**src/rtl/adc_capture_sequencer_if.sv**
```systemverilog
// adc_capture_sequencer_if: captured-sample stream towards the UART framer.
// Single-entry valid/ready handshake; master = sequencer, slave = consumer.
interface adc_capture_sequencer_if #(
    parameter int unsigned N_bit = 6
) ();
    logic [N_bit-1:0] smp_data;
    logic             smp_valid;
    logic             smp_ready;

    modport master (
        output smp_data,
        output smp_valid,
        input  smp_ready
    );

    modport slave (
        input  smp_data,
        input  smp_valid,
        output smp_ready
    );
endinterface

```
**src/rtl/adc_capture_sequencer.sv**
```systemverilog
// adc_capture_sequencer: generates the divided ADC clock, steps the SAR ADC
// through reset, optional calibration and a fixed-length conversion burst,
// and captures each conversion word into a single-entry valid/ready register.
// Optional watchdog in CALIB/SAMPLE: define ADC_SEQ_TIMEOUT_EN.
module adc_capture_sequencer #(
    parameter int unsigned N_bit       = 6,
    parameter int unsigned NUM_DIV     = 1,
    parameter int unsigned NUM_Sampled = 32,
    parameter int unsigned RST_CYC     = 16,
    parameter int unsigned CALIB_ACKS  = 64,
    parameter int unsigned TIMEOUT_CYC = 4096
) (
    input  logic                    clk_50M,
    input  logic                    nrst,
    input  logic                    start,
    input  logic                    calib_ena_FPGA,
    input  logic                    adc_ack,
    input  logic                    adc_ack_sub,
    input  logic [N_bit-1:0]        dout_adc,
    output logic                    rstn_adc,
    output logic                    clk_adc,
    output logic                    calib_ena_adc,
    output logic                    adc_ena,
    output logic                    busy,
    output logic                    timeout,
    output logic [3:0]              LED_out,
    adc_capture_sequencer_if.master smp
);

    typedef enum logic [2:0] {
        IDLE    = 3'd0,
        ADC_RST = 3'd1,
        CALIB   = 3'd2,
        SAMPLE  = 3'd3,
        DONE    = 3'd4
    } state_t;

    // One shared phase counter: ADC_RST cycles, CALIB sub-edges, SAMPLE captures.
    localparam int unsigned CNT_MAX_A = (RST_CYC > CALIB_ACKS) ? RST_CYC : CALIB_ACKS;
    localparam int unsigned CNT_MAX   = (CNT_MAX_A > NUM_Sampled) ? CNT_MAX_A : NUM_Sampled;
    localparam int unsigned CW        = $clog2(CNT_MAX + 1);
    localparam int unsigned DW        = $clog2(NUM_DIV + 1);

    localparam logic [CW-1:0] RST_LAST   = CW'(RST_CYC - 1);
    localparam logic [CW-1:0] CALIB_LAST = CW'(CALIB_ACKS - 1);
    localparam logic [CW-1:0] SMP_LAST   = CW'(NUM_Sampled - 1);
    localparam logic [DW-1:0] DIV_LAST   = DW'(NUM_DIV - 1);

    if (N_bit < 1 || NUM_DIV < 1 || NUM_Sampled < 1 || RST_CYC < 1 ||
        CALIB_ACKS < 1 || TIMEOUT_CYC < 1) begin : g_bad_params
        $error("adc_capture_sequencer: size parameters must all be >= 1");
    end

    state_t           state_q, state_d;
    logic [CW-1:0]    cnt_q, cnt_d;
    logic [DW-1:0]    div_q;
    logic             calib_q, calib_d;
    logic             ack_q, sub_q;
    logic             ack_edge, sub_edge, capture;
    logic [N_bit-1:0] data_q, data_d;
    logic             valid_q, valid_d;
    logic             overrun_q, overrun_d;
    logic             rstn_adc_q, clk_adc_q, calib_ena_adc_q, adc_ena_q, busy_q;

`ifdef ADC_SEQ_TIMEOUT_EN
    localparam int unsigned   WW      = $clog2(TIMEOUT_CYC + 1);
    localparam logic [WW-1:0] WD_LAST = WW'(TIMEOUT_CYC - 1);
    logic [WW-1:0] wd_q, wd_d;
    logic          timeout_q, timeout_d;
    assign timeout = timeout_q;
`else
    assign timeout = 1'b0;
`endif

    // Strobes come from the clk_adc domain, itself derived from clk_50M, so a
    // single registered copy is enough for rising-edge detection.
    assign ack_edge = adc_ack & ~ack_q;
    assign sub_edge = adc_ack_sub & ~sub_q;

    // Next-state, phase counter, watchdog and output-register decisions.
    always_comb begin
        state_d   = state_q;
        cnt_d     = cnt_q;
        calib_d   = calib_q;
        data_d    = data_q;
        valid_d   = valid_q;
        overrun_d = overrun_q;
        capture   = 1'b0;
`ifdef ADC_SEQ_TIMEOUT_EN
        // Watchdog restarts from zero on every state entry and on any cycle
        // that does not explicitly keep it counting.
        wd_d      = '0;
        timeout_d = timeout_q;
`endif
        case (state_q)
            IDLE: begin
                if (start) begin
                    state_d   = ADC_RST;
                    cnt_d     = '0;
                    calib_d   = calib_ena_FPGA;
                    overrun_d = 1'b0;
`ifdef ADC_SEQ_TIMEOUT_EN
                    timeout_d = 1'b0;
`endif
                end
            end
            ADC_RST: begin
                if (cnt_q == RST_LAST) begin
                    state_d = calib_q ? CALIB : SAMPLE;
                    cnt_d   = '0;
                end else begin
                    cnt_d = cnt_q + 1'b1;
                end
            end
            CALIB: begin
                if (sub_edge) begin
                    if (cnt_q == CALIB_LAST) begin
                        state_d = SAMPLE;
                        cnt_d   = '0;
                    end else begin
                        cnt_d = cnt_q + 1'b1;
                    end
                end
`ifdef ADC_SEQ_TIMEOUT_EN
                else if (wd_q == WD_LAST) begin
                    state_d   = IDLE;
                    timeout_d = 1'b1;
                end else begin
                    wd_d = wd_q + 1'b1;
                end
`endif
            end
            SAMPLE: begin
                if (ack_edge) begin
                    capture = 1'b1;
                    if (cnt_q == SMP_LAST) begin
                        state_d = DONE;
                        cnt_d   = '0;
                    end else begin
                        cnt_d = cnt_q + 1'b1;
                    end
                end
`ifdef ADC_SEQ_TIMEOUT_EN
                else if (wd_q == WD_LAST) begin
                    state_d   = IDLE;
                    timeout_d = 1'b1;
                end else begin
                    wd_d = wd_q + 1'b1;
                end
`endif
            end
            DONE: begin
                if (!valid_q) begin
                    state_d = IDLE;
                end
            end
            default: state_d = IDLE;
        endcase

        // Transfer first, so a capture in the same cycle sees a free slot.
        if (valid_q && smp.smp_ready) begin
            valid_d = 1'b0;
        end
        if (capture) begin
            if (!valid_q || smp.smp_ready) begin
                data_d  = dout_adc;
                valid_d = 1'b1;
            end else begin
                overrun_d = 1'b1;
            end
        end
    end

    // State, counters, clock divider and registered ADC/status outputs.
    always_ff @(posedge clk_50M) begin
        if (!nrst) begin
            state_q         <= IDLE;
            cnt_q           <= '0;
            div_q           <= '0;
            calib_q         <= 1'b0;
            ack_q           <= 1'b0;
            sub_q           <= 1'b0;
            data_q          <= '0;
            valid_q         <= 1'b0;
            overrun_q       <= 1'b0;
            rstn_adc_q      <= 1'b0;
            clk_adc_q       <= 1'b0;
            calib_ena_adc_q <= 1'b0;
            adc_ena_q       <= 1'b0;
            busy_q          <= 1'b0;
`ifdef ADC_SEQ_TIMEOUT_EN
            wd_q            <= '0;
            timeout_q       <= 1'b0;
`endif
        end else begin
            state_q         <= state_d;
            cnt_q           <= cnt_d;
            calib_q         <= calib_d;
            ack_q           <= adc_ack;
            sub_q           <= adc_ack_sub;
            data_q          <= data_d;
            valid_q         <= valid_d;
            overrun_q       <= overrun_d;
            rstn_adc_q      <= (state_d == CALIB) || (state_d == SAMPLE) || (state_d == DONE);
            calib_ena_adc_q <= (state_d == CALIB);
            adc_ena_q       <= (state_d == SAMPLE);
            busy_q          <= (state_d != IDLE);
`ifdef ADC_SEQ_TIMEOUT_EN
            wd_q            <= wd_d;
            timeout_q       <= timeout_d;
`endif
            // Divider is held clear in IDLE and on the ADC_RST entry edge, so
            // the first clk_adc rise lands NUM_DIV cycles after entry.
            if (state_d == IDLE || state_q == IDLE) begin
                div_q     <= '0;
                clk_adc_q <= 1'b0;
            end else if (div_q == DIV_LAST) begin
                div_q     <= '0;
                clk_adc_q <= ~clk_adc_q;
            end else begin
                div_q <= div_q + 1'b1;
            end
        end
    end

    assign rstn_adc      = rstn_adc_q;
    assign clk_adc       = clk_adc_q;
    assign calib_ena_adc = calib_ena_adc_q;
    assign adc_ena       = adc_ena_q;
    assign busy          = busy_q;
    assign LED_out       = {overrun_q, state_q};
    assign smp.smp_data  = data_q;
    assign smp.smp_valid = valid_q;

endmodule

```
**src/flat_wrapper.sv**
```systemverilog
// flat-port wrapper written by rule: the top's interface ports become plain ports
module adc_capture_sequencer_flat 
#(
    parameter int unsigned N_bit       = 6,
    parameter int unsigned NUM_DIV     = 1,
    parameter int unsigned NUM_Sampled = 32,
    parameter int unsigned RST_CYC     = 16,
    parameter int unsigned CALIB_ACKS  = 64,
    parameter int unsigned TIMEOUT_CYC = 4096
)
  (clk_50M, nrst, start, calib_ena_FPGA, adc_ack, adc_ack_sub, dout_adc, rstn_adc, clk_adc, calib_ena_adc, adc_ena, busy, timeout, LED_out, smp_smp_data, smp_smp_valid, smp_smp_ready);
  adc_capture_sequencer_if #(.N_bit(N_bit)) smp_i ();
  input  logic clk_50M;
  input  logic nrst;
  input  logic start;
  input  logic calib_ena_FPGA;
  input  logic adc_ack;
  input  logic adc_ack_sub;
  input  logic [N_bit-1:0] dout_adc;
  output logic rstn_adc;
  output logic clk_adc;
  output logic calib_ena_adc;
  output logic adc_ena;
  output logic busy;
  output logic timeout;
  output logic [3:0] LED_out;
  output wire logic [$bits(smp_i.smp_data)-1:0] smp_smp_data;
  output wire logic [$bits(smp_i.smp_valid)-1:0] smp_smp_valid;
  input wire logic [$bits(smp_i.smp_ready)-1:0] smp_smp_ready;
  assign smp_smp_data = smp_i.smp_data;
  assign smp_smp_valid = smp_i.smp_valid;
  assign smp_i.smp_ready = smp_smp_ready;
  adc_capture_sequencer #(.N_bit(N_bit), .NUM_DIV(NUM_DIV), .NUM_Sampled(NUM_Sampled), .RST_CYC(RST_CYC), .CALIB_ACKS(CALIB_ACKS), .TIMEOUT_CYC(TIMEOUT_CYC)) u_core (.clk_50M(clk_50M), .nrst(nrst), .start(start), .calib_ena_FPGA(calib_ena_FPGA), .adc_ack(adc_ack), .adc_ack_sub(adc_ack_sub), .dout_adc(dout_adc), .rstn_adc(rstn_adc), .clk_adc(clk_adc), .calib_ena_adc(calib_ena_adc), .adc_ena(adc_ena), .busy(busy), .timeout(timeout), .LED_out(LED_out), .smp(smp_i));
endmodule
```
**config.mk**
```make
export PLATFORM = sky130hd
export DESIGN_NAME = adc_capture_sequencer_flat
export DESIGN_NICKNAME = d
export VERILOG_FILES = /design/src/rtl/adc_capture_sequencer_if.sv /design/src/rtl/adc_capture_sequencer.sv /design/src/flat_wrapper.sv
export SDC_FILE = /design/constraint.sdc
export NUM_CORES = 1
export LEC_CHECK = 0
export CAP_MARGIN = 20
export CELL_PAD_IN_SITES_DETAIL_PLACEMENT = 1
export CELL_PAD_IN_SITES_GLOBAL_PLACEMENT = 2
export CORE_UTILIZATION = 30
export CTS_CLUSTER_SIZE = 8
export DETAILED_ROUTE_END_ITERATION = 16
export PLACE_DENSITY = 0.79
export SLEW_MARGIN = 10
export SYNTH_ARGS = -nofsm -noshare
export SYNTH_HDL_FRONTEND = slang
export SYNTH_SLANG_ARGS = --single-unit
```
**constraint.sdc**
```tcl
create_clock -name clk_50M -period 3.5 [get_ports clk_50M]
set_input_delay 0.525 -clock clk_50M [delete_from_list [all_inputs] [get_ports clk_50M]]
set_output_delay 0.525 -clock clk_50M [all_outputs]
set_load 0.005 [all_outputs]
```
==> key figures <==
Logic synthesis
  • Post-Syn Instances: 144
  • Sequential share of the synthesized area: 0.4294
  • Post-synth top area cell: dfxtp_1
  • EDFF count, synth: 0
  • Area contributors post-synth: dfxtp_1, nor2_1, mux2i_1
  • Post-synth ARST share: 0
  • #FFs+latches synth: 27
  • Post-Syn Area per Cell: approximately 8.7 sq um
  • Area share of the largest cell type after synthesis: 0.4294
  • Distinct cells, synth: 39
  • Primary FF master, synth: dfxtp_1
  • Mapped Area: 1259 sq um
  • Synth warn: 0

Global routing
  • GR Layer Usage met2: 0.2790
  • Overall routing resource usage: 0.1630
  • Initial antenna violation count: 0
  • Vias in the first global route: 1,159
  • Largest net degree at the start of global routing: 19
  • Grt met1 use: 0.2045
  • Total grt overflow: 0
  • First-pass GRT wire length: ~5400 microns
  • GR Layer Usage met3: 0.03082
  • Busiest grt layer: met2

Setup path
  • Reg2Reg Setup Slack: 1.43 ns
  • R2r startpoint: u_core.state_q[1]
  • R2r worst-path depth: 5
  • Setup crit end kind: flip-flop
  • Crit path arrival time: 2.40 ns
  • CP Class: in -> reg
  • CP Max Fanout: 4
  • Crit path launch type: primary input
  • RR Endpoint: u_core.cnt_q[3]
  • Crit path required time: 3.69 ns

Clocking
  • Worst-Skew Late Latency: 0.28 ns
  • CTS-repair resized insts: 0
  • Num CTS Buffers: 3
  • Clock transition at path regs: 0.10 ns
  • CTS Sinks: 27
  • Root Buffer: clkbuf_8
  • CTS max path bufs: 2
  • H-tree depth: 1
  • CTS tree: done
  • Post-CTS setup buffers: 0
  • Cts hold-fix bufs: 0

Power and ir drop
  • Net Sw Power: 135.9 uW
  • Clock group share of total power: 0.331
  • Worst vdd ir: 0.1345 mV
  • Combinational Power Share: 0.097
  • Pwr dens: about 350 nW/um^2
  • Sequential share of power: 0.572
  • Power Internal: around 420 uW
  • Tot Pwr: 557.5 uW
  • P_leak: 0.5689 nW
  • Net Sw Frac: 0.2438

Finish
  • Layout cells sized above 1: 0.05325
  • Number of flip-flops in the largest register: 7
  • Finished Layout Cells: 219
  • Layout area overhead: 28.23%
  • Commonest non-fill, non-tap cell in the layout: clkdlybuf4s50_1
  • Fill cell count: between 400 and 500
  • Area of the multi-input gates: 666.9 sq um
  • Fin area: 1614 sq um
  • Fin nets: 184
  • Register Area: 540.5 sq um
  • Ant diodes: 0
  • Largest Register: u_core.cnt_q
  • Commonest cells after routing, fill and taps aside: clkdlybuf4s50_1, dfxtp_1, nor2_1, nand2_1, nor3_1

Route
  • Post-route antenna net violation count: 0
  • Residual DRC: 0
  • 1st-iter DRT viols: 28
  • Router iterations before antenna repair: 4
  • Via density per instance: 5.137
  • Avg WL per Cell: 14.47 microns
  • Total number of vias: 1,125
  • Routed wire length: 3170 microns

STA
  • Hold Vio Cnt, Final: 0
  • Setup TNS: 0 ns
  • WHS: 0.4695 ns
  • Worst slew margin: 0.6339
  • RSZ-0062 raised after global routing: false
  • Post-route clock period utilization: 0.6318
  • Worst-Margin Slew: about 0.55 ns
  • Final Setup Violations: 0
  • Peak Freq: 0.4523 GHz
  • Final Critical Period: 2.211 ns
  • Final Max Tran Viols: 0
  • Clk_skew: 0.01002 ns

Min path
  • Hold endpoint: u_core.calib_q
  • Worst hold stages: 2
  • Hold path startpoint: u_core.calib_q
  • Min-delay worst type: reg -> reg

Placed design
  • DPL Wire Length: 2396 microns
  • Placement-stage cell area: 1565 sq um
  • GP Congestion: 0.7452
  • Placed Instances: 215
  • IO buf count: 28

Flow run
  • Maxcap violations: 0

Floorplanning
  • Die area: 4459 sq um
  • Die H: 66.78 microns
  • Chip Width: 66.78 microns
  • Boundary pin count: 30
  • Starting Density: 0.3147
  • FP Rows: 23
  • Core Box Area: 4000 sq um

Run status
  • Status: completed
-- synth_stat cells, types with 2 or more instances --
cell type	instances
nor3_1	9
nor2_1	19
buf_4	2
a21oi_1	8
o21ai_1	2
o21a_1	5
inv_1	3
nand2b_1	2
nand4b_1	3
dfxtp_1	27
nand3_1	6
mux2i_1	7
and3_1	2
clkbuf_1	4
and2_1	2
or3_1	4
a31oi_1	3
nand2_1	10
and4b_1	2
buf_2	2
nand3b_1	4
-- logic make-up after synthesis --
family          Yosys count  synth area share
buf+inv                  12           0.04373
flops                    27            0.4294
xor+xnor                  1          0.006960
other cells               1          0.002979
simple gates             69            0.2982
fa+ha+maj                 1          0.009939
mux                       7           0.05567
compound gates           26            0.1531
-- stage by stage --
stage / setup WS, ns / utilization
after floorplan: 1.615 / -
after global placement: 1.044 / 0.3913
after detailed placement: 0.9960 / 0.3913
after CTS: 1.284 / 0.4035
after global routing: 1.186 / 0.4035
final: 1.289 / 0.4035
-- area by class of cell --
type,count,share of cell area
Multi-Input combinational cell,106,0.4132
Sequential cell,27,0.3349
Timing Repair Buffer,28,0.1736
Tap cell,50,0.03876
Clock buffer,3,0.02558
Inverter,4,0.009302
Clock inverter,1,0.004651
-- critical path: stages --
cell and delay [ns]:
clkdlybuf4s50_1 0.47, or3b_4 0.42, a311oi_4 0.34, o21ai_2 0.12, or3_1 0.36, a31oi_1 0.17
-- worst max-delay path by stage --
| stage | startpoint | end | slack, ns | cells after the start |
|---|---|---|---|---|
| after floorplan | adc_ack_sub | u_core.cnt_q[3] | 1.61 | 5 |
| after global placement | adc_ack_sub | u_core.cnt_q[5] | 1.04 | 6 |
| after detailed placement | adc_ack_sub | u_core.cnt_q[3] | 1.0 | 6 |
| after CTS | adc_ack_sub | u_core.cnt_q[3] | 1.28 | 6 |
| after global routing | adc_ack_sub | u_core.cnt_q[3] | 1.19 | 6 |
| final | adc_ack_sub | u_core.cnt_q[3] | 1.29 | 6 |
-- per-layer routing --
metal / share of wire / vias up
li1: - / 560
met3: 0.038 / 5
met4: 0.011 / 0
met5: 0 / -
met2: 0.49 / 26
met1: 0.46 / 534
-- power by group through the flow --
stage	combinational, mW	sequential, mW	clock, mW
after floorplan	0.0306	0.323	0
after global placement	0.0539	0.326	0
after detailed placement	0.0545	0.326	0
after CTS	0.0549	0.319	0.193
after global routing	0.0602	0.320	0.209
final	0.0542	0.319	0.185
Power figures use the tool's default switching activity.
